**src/rtl/microcode_sequencer.sv**
```systemverilog
// Next-state sequencer for the microprogrammed control unit: selects the next control state,
// stalls on memory accesses until mfc, traps on memory timeout and counts fetched instructions.
module microcode_sequencer #(
   parameter int STATE_W     = 7,
   parameter int FETCH_STATE = 1,
   parameter int ABORT_STATE = 127,
   parameter int MEM_TIMEOUT = 15
) (
   input  logic               clk,
   input  logic               reset,
   input  logic [STATE_W-1:0] enc_state,
   input  logic [1:0]         ns_sel,
   input  logic [STATE_W-1:0] cr_target,
   input  logic               cond_true,
   input  logic               mem_req,
   input  logic               mfc,
   output logic [STATE_W-1:0] state,
   output logic               stall,
   output logic               mem_err,
   output logic [15:0]        instr_count
);

   localparam int CNT_W = $clog2(MEM_TIMEOUT + 1);
   localparam logic [STATE_W-1:0] FETCH   = STATE_W'(FETCH_STATE);
   localparam logic [STATE_W-1:0] ABORT   = STATE_W'(ABORT_STATE);
   localparam logic [CNT_W-1:0]   TIMEOUT = CNT_W'(MEM_TIMEOUT);

   typedef enum logic {
      MODE_RUN,
      MODE_WAIT
   } mode_t;

   mode_t              mode;
   mode_t              mode_nxt;
   logic [CNT_W-1:0]   cnt;
   logic [CNT_W-1:0]   cnt_nxt;
   logic [STATE_W-1:0] inc;
   logic [STATE_W-1:0] nxt;
   logic [STATE_W-1:0] state_nxt;
   logic               advance;
   logic               abort;
   logic               stall_nxt;
   logic               mem_err_nxt;
   logic               count_en;

   always_ff @(posedge clk) begin
      if (reset) begin
         mode        <= MODE_RUN;
         cnt         <= '0;
         state       <= '0;
         stall       <= 1'b0;
         mem_err     <= 1'b0;
         instr_count <= '0;
      end else begin
         mode    <= mode_nxt;
         cnt     <= cnt_nxt;
         state   <= state_nxt;
         stall   <= stall_nxt;
         mem_err <= mem_err_nxt;
         if (count_en) begin
            instr_count <= instr_count + 16'd1;
         end
      end
   end

   // State 0 is the power-up state and always proceeds straight into the fetch routine.
   always_comb begin
      inc = state + STATE_W'(1);
      nxt = inc;
      case (ns_sel)
         2'b00:   nxt = inc;
         2'b01:   nxt = (enc_state == '0) ? FETCH : enc_state;
         2'b10:   nxt = cond_true ? cr_target : inc;
         default: nxt = FETCH;
      endcase
      if (state == '0) begin
         nxt = FETCH;
      end
   end

   always_comb begin
      mode_nxt = mode;
      cnt_nxt  = cnt;
      advance  = 1'b0;
      abort    = 1'b0;
      case (mode)
         MODE_RUN: begin
            if (!mem_req || mfc) begin
               advance = 1'b1;
            end else begin
               mode_nxt = MODE_WAIT;
               cnt_nxt  = CNT_W'(1);
            end
         end
         MODE_WAIT: begin
            // A late mfc on the timeout cycle still completes the access normally.
            if (mfc) begin
               advance  = 1'b1;
               mode_nxt = MODE_RUN;
               cnt_nxt  = '0;
            end else if (cnt == TIMEOUT) begin
               abort    = 1'b1;
               mode_nxt = MODE_RUN;
               cnt_nxt  = '0;
            end else begin
               cnt_nxt = cnt + CNT_W'(1);
            end
         end
         default: begin
            mode_nxt = MODE_RUN;
            cnt_nxt  = '0;
         end
      endcase
   end

   always_comb begin
      state_nxt = state;
      if (abort) begin
         state_nxt = ABORT;
      end else if (advance) begin
         state_nxt = nxt;
      end
      stall_nxt   = (mode_nxt == MODE_WAIT);
      mem_err_nxt = abort;
      count_en    = (state_nxt == FETCH) && (state != FETCH);
   end

endmodule

```
**config.mk**
```make
export PLATFORM = sky130hd
export DESIGN_NAME = microcode_sequencer
export DESIGN_NICKNAME = d
export VERILOG_FILES = /design/src/rtl/microcode_sequencer.sv
export SDC_FILE = /design/constraint.sdc
export NUM_CORES = 1
export LEC_CHECK = 0
export BUFFER_PORTS_ARGS = -buffer_cell sky130_fd_sc_hd__buf_4
export CORE_UTILIZATION = 40
export DETAILED_ROUTE_END_ITERATION = 10
export PLACE_DENSITY = 0.64
export SYNTH_ARGS = -nofsm -noshare
export SYNTH_HDL_FRONTEND = slang
export SYNTH_SLANG_ARGS = --single-unit
```
**constraint.sdc**
```tcl
create_clock -name clk -period 2.6 [get_ports clk]
set_clock_uncertainty 0.15 [all_clocks]
set_input_delay 0.39 -clock clk [delete_from_list [all_inputs] [get_ports clk]]
set_output_delay 0.39 -clock clk [all_outputs]
set_load 0.1 [all_outputs]
```
==> results.sh, run 1 <==
export IMPL_status="finished with violations"
export IMPL_violations="setup timing"
export IMPL_first_pass_iters=4
export IMPL_syn_avg_cell_area_um2=8.13
export IMPL_min_path_type="reg -> reg"
export IMPL_netlist_instances=223
export IMPL_period_needed_ns=2.67
export IMPL_p_leak_nw=1.01
export IMPL_syn_nets=249
export IMPL_p_total_w=0.00123
export IMPL_drive_above_1_share_pct=36.1
export IMPL_num_vias=1987
export IMPL_final_fill_count=409
export IMPL_syn_area_um2=1810
export IMPL_fin_crit_sh_pct=103
export IMPL_slowest_stage="or4_4"
export IMPL_cts_made_buffers=5
export IMPL_avgRoutedWirePerCell_um=13.8
export IMPL_slew_violations=0
export IMPL_cp_data_required_time_ns=2.61
export IMPL_drc=0
export IMPL_grt_overflow=0
export IMPL_wl_mm=4.81
export IMPL_synth_edf_count=0
export IMPL_worst_slew_pin_slew_ns=0.546
export IMPL_cp_buffers_inverters=0
export IMPL_avgViaCountPerCell=5.71
export IMPL_setup_viol=14
export IMPL_fmax_ghz=0.375
export IMPL_hpwl_mm=3.63
export IMPL_num_io_pins=46
export IMPL_max_stage_delay_ns=0.52
export IMPL_multi_input_area_um2=1180
export IMPL_ys_seq_area_share_pct=32.0
export IMPL_async_flop_share_pct=0
export IMPL_yosysWarnings=0
export IMPL_area_growth_pct=41.8
export IMPL_initial_core_util_pct=41.6
export IMPL_ys_flop_type="dfxtp_1"
export IMPL_setup_ws_ns=-0.0674
export IMPL_synth_area_leaders="dfxtp_1 (32%), a21oi_1 (6.6%), or4_1 (5.8%)"
export IMPL_tritoncts="built"
export IMPL_die_w_um=69.3
export IMPL_clock_sinks=29
export IMPL_finalSetupTns_ns=-0.450
export IMPL_antenna_found_initial=0
export IMPL_portBuffers=45
export IMPL_seq_area_um2=606
export IMPL_hold_violations=0
export IMPL_clockBufferDepth=2
export IMPL_clk_latency_ns=0.28
export IMPL_dp_cells=337
export IMPL_die_area_um2=4810
export IMPL_gp_congestion=0.894
export IMPL_worstSetupPathType="reg -> reg"
export IMPL_htreeDepth=2
export IMPL_synth_largest_area_cell="dfxtp_1"
export IMPL_grt_pass1_wl_mm=8.25
export IMPL_final_core_util_pct=59.1
export IMPL_synth_top_cell_area_share_pct=32.0
export IMPL_arrival_ns=2.68
export IMPL_synth_cell_types=51
export IMPL_antenna_cells=0
export IMPL_critical_path_cell_chain="or4_4, o311a_4, a221oi_4, o2111ai_4, nor4b_2, mux2_1"
export IMPL_fp_coreArea_um2=4350
export IMPL_grt_usage_pct=20.9
export IMPL_rrSetupSlack_ns=-0.07
export IMPL_ys_ff_latch=29
export IMPL_max_cap_violations=0
export IMPL_fp_row_count=24
export IMPL_grt_max_degree=31
export IMPL_cts_root_buf="clkbuf_8"
export IMPL_synth_common_cells="dfxtp_1 (29), a21oi_1 (24), nand3_1 (14), nor2_1 (14), or4_1 (14)"
export IMPL_holdBufCountCts=0
export IMPL_start_kind="flop"
export IMPL_drtAntennaViolNets=0
export IMPL_path_clk_slew_ns=0.06
export IMPL_reg2reg_depth=6
export IMPL_rsz0062_at_grt="true"
export IMPL_powerDensity_nw_per_um2=477
export IMPL_hold_depth=2
export IMPL_critPathMaxFanout=5
export IMPL_end_kind="flop"
export IMPL_first_global_vias=1879
export IMPL_stdcell_count=348
export IMPL_slew_headroom_pct=63.0
export IMPL_die_h_um=69.3
export IMPL_final_nets=321
export IMPL_initialDrtViolationCount=77
export IMPL_vdd_drop_max_mv=0.453
export IMPL_worst_path_dominant_cell_family="simple AND/OR/NAND/NOR gates"
export IMPL_cp_depth=6
export IMPL_hold_ws_ns=0.337
export IMPL_synth_most_common_cell="dfxtp_1"
[worst paths after layout]
kind                  startpoint               to
setup / recovery        state[4]  instr_count[15]
hold / removal    instr_count[5]   instr_count[5]
setup reg to reg        state[4]  instr_count[15]
hold reg to reg   instr_count[5]   instr_count[5]
[per-stage QoR]
stage	worst slack (ns)	instance area, um^2
6_report	-0.0674	2570
5_1_grt	-0.170	2570
4_1_cts	-0.0718	2540
3_5_place_dp	-0.0633	2430
3_3_place_gp	-0.0413	2430
2_1_floorplan	-0.198	1860
[cell type report]
class                      count  share of cell area, %
clock buffer                   8                   3.11
inverter                       7                   1.02
multi-input combinational    172                   46.0
sequential                    29                   23.6
tap                           52                   2.53
timing repair buffer          80                   23.8
[metal layers]
metal	share of wire, %	routed length, um	track usage [%]	up-vias
met2	47	2280	36.1	52
met5	0	0	0	-
met3	4.6	219	3.92	9
met1	46	2230	25.8	931
li1	-	-	-	995
met4	1.5	74	7.48	0
[worst min-delay path: stages (launching register included)]
cell and delay, ns:
dfxtp_2 0.33, o31ai_1 0.06, a21oi_1 0.06
[cells in the final DEF (no fill, tap or decap), types with 2 or more instances in the layout]
cell type and instances:
nor2_1 14, dfxtp_2 5, nand2_1 13, buf_6 3
clkbuf_1 3, or4_4 2, nor2b_1 6, a2bb2oi_1 2
clkbuf_8 5, and3_1 4, xor2_1 3, o21ai_1 2
inv_1 6, buf_4 77, o221ai_1 3, o31ai_1 13
a22oi_1 5, a211oi_1 2, o21a_1 2, nor3_1 6
o21ai_0 8, nand3_1 14, nand4_1 2, ha_1 4
and2_1 2, and4_1 2, or3_1 2, or4_1 12
dfxtp_4 5, a21oi_1 23, dfxtp_1 19, o21bai_1 2
[cell families after synthesis]
| logic type | count (synthesis) | share of synthesized area [%] |
|---|---|---|
| DFF | 29 | 32.0 |
| adders and majority gates | 5 | 3.45 |
| AOI/OAI and AO/OA | 75 | 29.5 |
| buffers and inverters | 22 | 5.11 |
| and+or+nand+nor | 86 | 26.8 |
| xor gates and xnor gates | 4 | 1.93 |
| muxes | 2 | 1.24 |
[state kept, by name, summed over array words and instances (netlist names)]
name         flops
cnt              4
instr_count     16
mem_err          1
mode             1
state            7
[report_power, final]
part           switching (W)  internal, W
combinational       0.000240     0.000161
clock               0.000159     0.000190
sequential         0.0000188     0.000457
[repair_timing]
action / CTS / global route
gates resized for setup: 3 / 4
setup buffers: 1 / 2
cloned: 0 / 0
endpoints found under the hold margin: 0 / 0
setup endpoints to repair: 15 / 16
(Power assumes the default switching activity.)
==> inputs of run 2 (changes only) <==
--- a/config.mk
+++ b/config.mk
@@ -9,6 +9,7 @@
 export CORE_UTILIZATION = 40
 export DETAILED_ROUTE_END_ITERATION = 10
 export PLACE_DENSITY = 0.64
+export SETUP_SLACK_MARGIN = 0.5
 export SYNTH_ARGS = -nofsm -noshare
 export SYNTH_HDL_FRONTEND = slang
 export SYNTH_SLANG_ARGS = --single-unit
==> run 2 against run 1 <==
  * The run still ends with setup timing left
  * Wire length is 9.5% higher
  * Largest cell class unchanged
  * Clock power is 34% higher
  * Core utilization up 2.7 points
  * Total power increased by 14%
==> results.sh, run 2 (synthesized netlist as in run 1, its figures left out) <==
export IMPL_num_vias=2019
export IMPL_antenna_found_initial=0
export IMPL_clk_latency_ns=0.28
export IMPL_area_growth_pct=48.4
export IMPL_htreeDepth=2
export IMPL_setup_viol=15
export IMPL_wl_mm=5.26
export IMPL_period_needed_ns=2.74
export IMPL_drtAntennaViolNets=0
export IMPL_vdd_drop_max_mv=0.415
export IMPL_powerDensity_nw_per_um2=517
export IMPL_final_fill_count=376
export IMPL_rsz0062_at_grt="true"
export IMPL_p_total_w=0.00139
export IMPL_initial_core_util_pct=41.6
export IMPL_hold_ws_ns=0.333
export IMPL_drive_above_1_share_pct=40.8
export IMPL_dp_cells=335
export IMPL_p_comb_share_pct=32.4
export IMPL_p_seq_share_pct=34.1
export IMPL_hold_depth=2
export IMPL_p_switching_w=0.000467
export IMPL_final_nets=324
export IMPL_grt_usage_pct=21.3
export IMPL_die_h_um=69.3
export IMPL_antenna_cells=0
export IMPL_cts_root_buf="clkbuf_8"
export IMPL_slew_headroom_pct=62.2
export IMPL_wl_met1_mm=2.58
export IMPL_largest_reg_flops=16
export IMPL_violations="setup timing"
export IMPL_wl_met2_mm=2.41
export IMPL_critPathMaxFanout=4
export IMPL_portBuffers=45
export IMPL_cts_made_buffers=5
export IMPL_clockBufferDepth=2
export IMPL_grt_max_degree=32
export IMPL_hpwl_mm=3.49
export IMPL_die_area_um2=4810
export IMPL_num_io_pins=46
export IMPL_first_global_vias=1837
export IMPL_internal_power_w=0.000925
export IMPL_stdcell_count=351
export IMPL_worstSetupPathType="reg -> reg"
export IMPL_die_w_um=69.3
export IMPL_p_leak_nw=1.04
export IMPL_start_kind="flop"
export IMPL_largestRegisters="instr_count: 16 flops, state: 7 flops, cnt: 4 flops"
export IMPL_grt_pass1_wl_mm=8.36
export IMPL_switching_share_pct=33.6
export IMPL_final_cell_mix="buf_4 (75), a21oi_1 (21), dfxtp_1 (19)"
export IMPL_clock_sinks=29
export IMPL_fp_row_count=24
export IMPL_fp_coreArea_um2=4350
export IMPL_first_pass_iters=7
export IMPL_hold_violations=0
export IMPL_avgRoutedWirePerCell_um=15.0
export IMPL_status="finished with violations"
export IMPL_worst_slew_pin_slew_ns=0.566
export IMPL_slew_violations=0
export IMPL_avgViaCountPerCell=5.75
export IMPL_arrival_ns=2.76
export IMPL_top_layer_used="met4"
export IMPL_post_place_ws_ns=-0.122
export IMPL_fmax_ghz=0.364
export IMPL_fin_crit_sh_pct=106
export IMPL_largest_register="instr_count"
export IMPL_path_clk_slew_ns=0.07
export IMPL_p_clk_share_pct=33.6
export IMPL_drc=0
export IMPL_end_kind="flop"
export IMPL_max_cap_violations=0
export IMPL_wl_met3_um=228
export IMPL_reg2reg_depth=7
export IMPL_max_stage_delay_ns=0.53
export IMPL_grt_overflow=0
export IMPL_cp_data_required_time_ns=2.61
export IMPL_initialDrtViolationCount=106
export IMPL_slowest_stage="or4_4"
export IMPL_tritoncts="built"
export IMPL_setup_ws_ns=-0.144
export IMPL_min_path_type="in -> reg"
export IMPL_gp_congestion=0.820
export IMPL_critical_path_cell_chain="or4_4, o311a_4, a221oi_4, buf_4, o2111ai_2, nor4b_2, mux2_1"
export IMPL_final_common_cell="buf_4"
==> run 2: layer usage <==
metal | vias to the layer above | global-route usage (%)
li1 | 1011 | -
met1 | 958 | 28.3
met2 | 44 | 34.3
met3 | 6 | 5.67
met4 | 0 | 5.22
met5 | - | 0
==> run 2: what timing repair did <==
action / in CTS / in global routing
pin swaps: 6 / 0
resized for setup: 6 / 13
setup buffers: 4 / 2
hold buffers: 0 / 0
endpoints found under the setup margin: 16 / 17
cloned: 0 / 2
==> run 2: final timing paths <==
path / slack, ns / endpoint / startpoint
min reg2reg: 0.35 / instr_count[12] / instr_count[12]
min: 0.33 / cnt[2] / reset
max reg2reg: -0.14 / instr_count[15] / state[4]
max: -0.14 / instr_count[15] / state[4]
==> run 2: metrics by stage <==
stage / instance area (um^2) / setup TNS (ns) / utilization [%]
finish: 2690 / -1.43 / 61.8
global placement: 2430 / -0.776 / 55.8
floorplan: 1860 / -0.952 / -
CTS: 2600 / -0.898 / 59.7
detailed placement: 2430 / -1.15 / 55.8
global route: 2690 / -2.76 / 61.8
==> run 2: final cells by class <==
class                      count  area (um^2)  share of cell area [%]
inverter                       7         26.3                   0.977
sequential                    29          606                    22.5
clock inverter                 3         41.3                    1.53
clock buffer                   5         68.8                    2.56
multi-input combinational    173         1240                    46.0
tap                           52         65.1                    2.42
timing repair buffer          82          644                    24.0
==> run 2: power by group through the flow <==
stage	clock network, W	registers, W	logic (W)
3_3_place_gp	0	0.000484	0.000382
5_1_grt	0.000493	0.000477	0.000479
4_1_cts	0.000473	0.000474	0.000421
6_report	0.000467	0.000474	0.000451
2_1_floorplan	0	0.000574	0.000160
3_5_place_dp	0	0.000484	0.000385
==> run 2: critical path, delay by kind of cell (launching register included) <==
family,cells,cell delay (ns)
AO/OA/AOI/OAI,3,0.82
AND/OR/NAND/NOR,2,0.79
flip-flops,1,0.34
multiplexers,1,0.35
buffers and inverters,1,0.18
==> inputs of run 3 (changes only) <==
--- a/config.mk
+++ b/config.mk
@@ -9,6 +9,7 @@
 export CORE_UTILIZATION = 40
 export DETAILED_ROUTE_END_ITERATION = 10
 export PLACE_DENSITY = 0.64
+export REMOVE_ABC_BUFFERS = 1
 export SETUP_SLACK_MARGIN = 0.5
 export SYNTH_ARGS = -nofsm -noshare
 export SYNTH_HDL_FRONTEND = slang
==> run 3 against run 2 <==
  * The run still ends with setup timing left
  * Core utilization shrank 2.6 points
  * Total power shrank 8.8%
  * Non-clock buffer count shrank 3
  * Sequential power hardly changed
  * First-iteration DRC count decreased by 11%
  * Clock power is 23% lower
  * Clock-buffer cell count grew 1
  * Critical endpoint unchanged
  * Via count fell by 2.7%
  * Sequential share of layout area increased by 0.083 points
  * Sequential cell count is the same
  * Register-to-register slack improved by 0.04 ns
  * Worst hold slack got worse by 0.0085 ns
==> results.sh, run 3 (synthesized netlist as in run 1, its figures left out) <==
export IMPL_status="finished with violations"
export IMPL_violations="setup timing"
export IMPL_rsz0062_at_grt="true"
export IMPL_max_stage_delay_ns=0.52
export IMPL_area_growth_pct=42.0
export IMPL_powerDensity_nw_per_um2=493
export IMPL_fp_row_count=24
export IMPL_final_cell_mix="buf_4 (75), dfxtp_1 (28), a21oi_1 (24)"
export IMPL_start_kind="flop"
export IMPL_dp_cells=336
export IMPL_reg2reg_from="state[4]"
export IMPL_first_global_vias=1792
export IMPL_end_kind="flop"
export IMPL_antenna_found_initial=0
export IMPL_hold_violations=0
export IMPL_vdd_drop_max_mv=0.398
export IMPL_cts_root_buf="clkbuf_8"
export IMPL_clk_latency_ns=0.28
export IMPL_initialDrtViolationCount=94
export IMPL_grt_usage_pct=20.1
export IMPL_post_place_ws_ns=-0.0654
export IMPL_grt_busiest_layer="met2"
export IMPL_final_common_cell="buf_4"
export IMPL_cp_data_required_time_ns=2.62
export IMPL_crit_path_start="state[4]"
export IMPL_avgViaCountPerCell=5.66
export IMPL_critPathMaxFanout=7
export IMPL_setup_ws_ns=-0.104
export IMPL_num_io_pins=46
export IMPL_critical_path_cell_chain="or4_4, o311a_4, a221oi_4, o2111ai_4, buf_4, nor4b_4, mux2_1"
export IMPL_slowest_stage="or4_4"
export IMPL_path_clk_slew_ns=0.07
export IMPL_antenna_cells=0
export IMPL_rrSetupSlack_ns=-0.10
export IMPL_cts_made_buffers=5
export IMPL_htreeDepth=2
export IMPL_met3_usage_pct=5.67
export IMPL_fp_coreArea_um2=4350
export IMPL_drc=0
export IMPL_period_needed_ns=2.70
export IMPL_min_path_type="in -> reg"
export IMPL_fin_crit_sh_pct=104
export IMPL_hold_ws_ns=0.324
export IMPL_largest_reg_flops=16
export IMPL_holdBufCountCts=0
export IMPL_avgRoutedWirePerCell_um=14.4
export IMPL_gp_congestion=0.885
export IMPL_drtAntennaViolNets=0
export IMPL_hp_start="reset"
export IMPL_num_vias=1964
export IMPL_clock_sinks=29
export IMPL_use_met1_pct=26.3
export IMPL_die_area_um2=4810
export IMPL_drive_above_1_share_pct=34.2
export IMPL_grt_overflow=0
export IMPL_die_h_um=69.3
export IMPL_max_cap_violations=0
export IMPL_initial_core_util_pct=41.6
export IMPL_first_pass_iters=4
export IMPL_portBuffers=45
export IMPL_slew_violations=0
export IMPL_wl_mm=4.99
export IMPL_final_nets=320
export IMPL_hpwl_mm=3.48
export IMPL_worstSetupPathType="reg -> reg"
export IMPL_p_leak_nw=1.02
export IMPL_finalSetupTns_ns=-1.13
export IMPL_grt_max_degree=32
export IMPL_clockBufferDepth=2
export IMPL_slew_headroom_pct=63.9
export IMPL_setup_viol=16
export IMPL_die_w_um=69.3
export IMPL_largestRegisters="instr_count: 16 flops, state: 7 flops, cnt: 4 flops"
export IMPL_tritoncts="built"
export IMPL_worst_slew_pin_slew_ns=0.534
export IMPL_use_met2_pct=32.3
export IMPL_arrival_ns=2.73
export IMPL_stdcell_count=347
export IMPL_grt_pass1_wl_mm=7.98
export IMPL_final_fill_count=405
export IMPL_fmax_ghz=0.370
export IMPL_largest_register="instr_count"
-- run 3: critical path, delay by kind of cell (launching register included) --
family | cells | cell delay, ns
and+or+nand+nor | 2 | 0.77
muxes | 1 | 0.33
AOI/OAI and AO/OA | 3 | 0.80
buffers and inverters | 1 | 0.21
DFF | 1 | 0.32
-- run 3: metal layers --
metal / share of wire [%] / vias to the layer above
li1: - / 999
met3: 5.3 / 5
met2: 44 / 57
met4: 0.86 / 0
met5: 0 / -
met1: 49 / 903
-- run 3: stage by stage --
step	area, um^2	total power (W)	utilization, %
floorplan	1750	0.000700	-
global placement	2390	0.000867	55.0
detailed placement	2390	0.000869	55.0
CTS	2480	0.00124	57.0
global route	2570	0.00133	59.1
finish	2570	0.00127	59.1
-- run 3: report_power, final --
group	switching (W)	internal [W]
combinational	0.000259	0.000177
clock	0.000174	0.000185
sequential	0.0000159	0.000458
-- run 3: path summary, 6_finish.rpt --
path,endpoint,cells past startpoint
max,instr_count[15],7
min,state[6],2
max reg2reg,instr_count[15],7
min reg2reg,instr_count[7],2
-- run 3: area by class of cell --
| type | instances | area (um^2) | share of cell area, % |
|---|---|---|---|
| inverter | 7 | 26.3 | 1.02 |
| clock buffer | 6 | 72.6 | 2.82 |
| multi-input combinational | 172 | 1200 | 46.6 |
| tap | 52 | 65.1 | 2.53 |
| timing repair buffer | 79 | 621 | 24.1 |
| sequential | 29 | 582 | 22.6 |
| clock inverter | 2 | 10.0 | 0.389 |
-- run 3: what timing repair did --
action,in CTS,in global routing
pin swaps,0,2
resized for setup,1,16
setup buffers,0,2
endpoints found under the setup margin,16,16
cloned,0,1
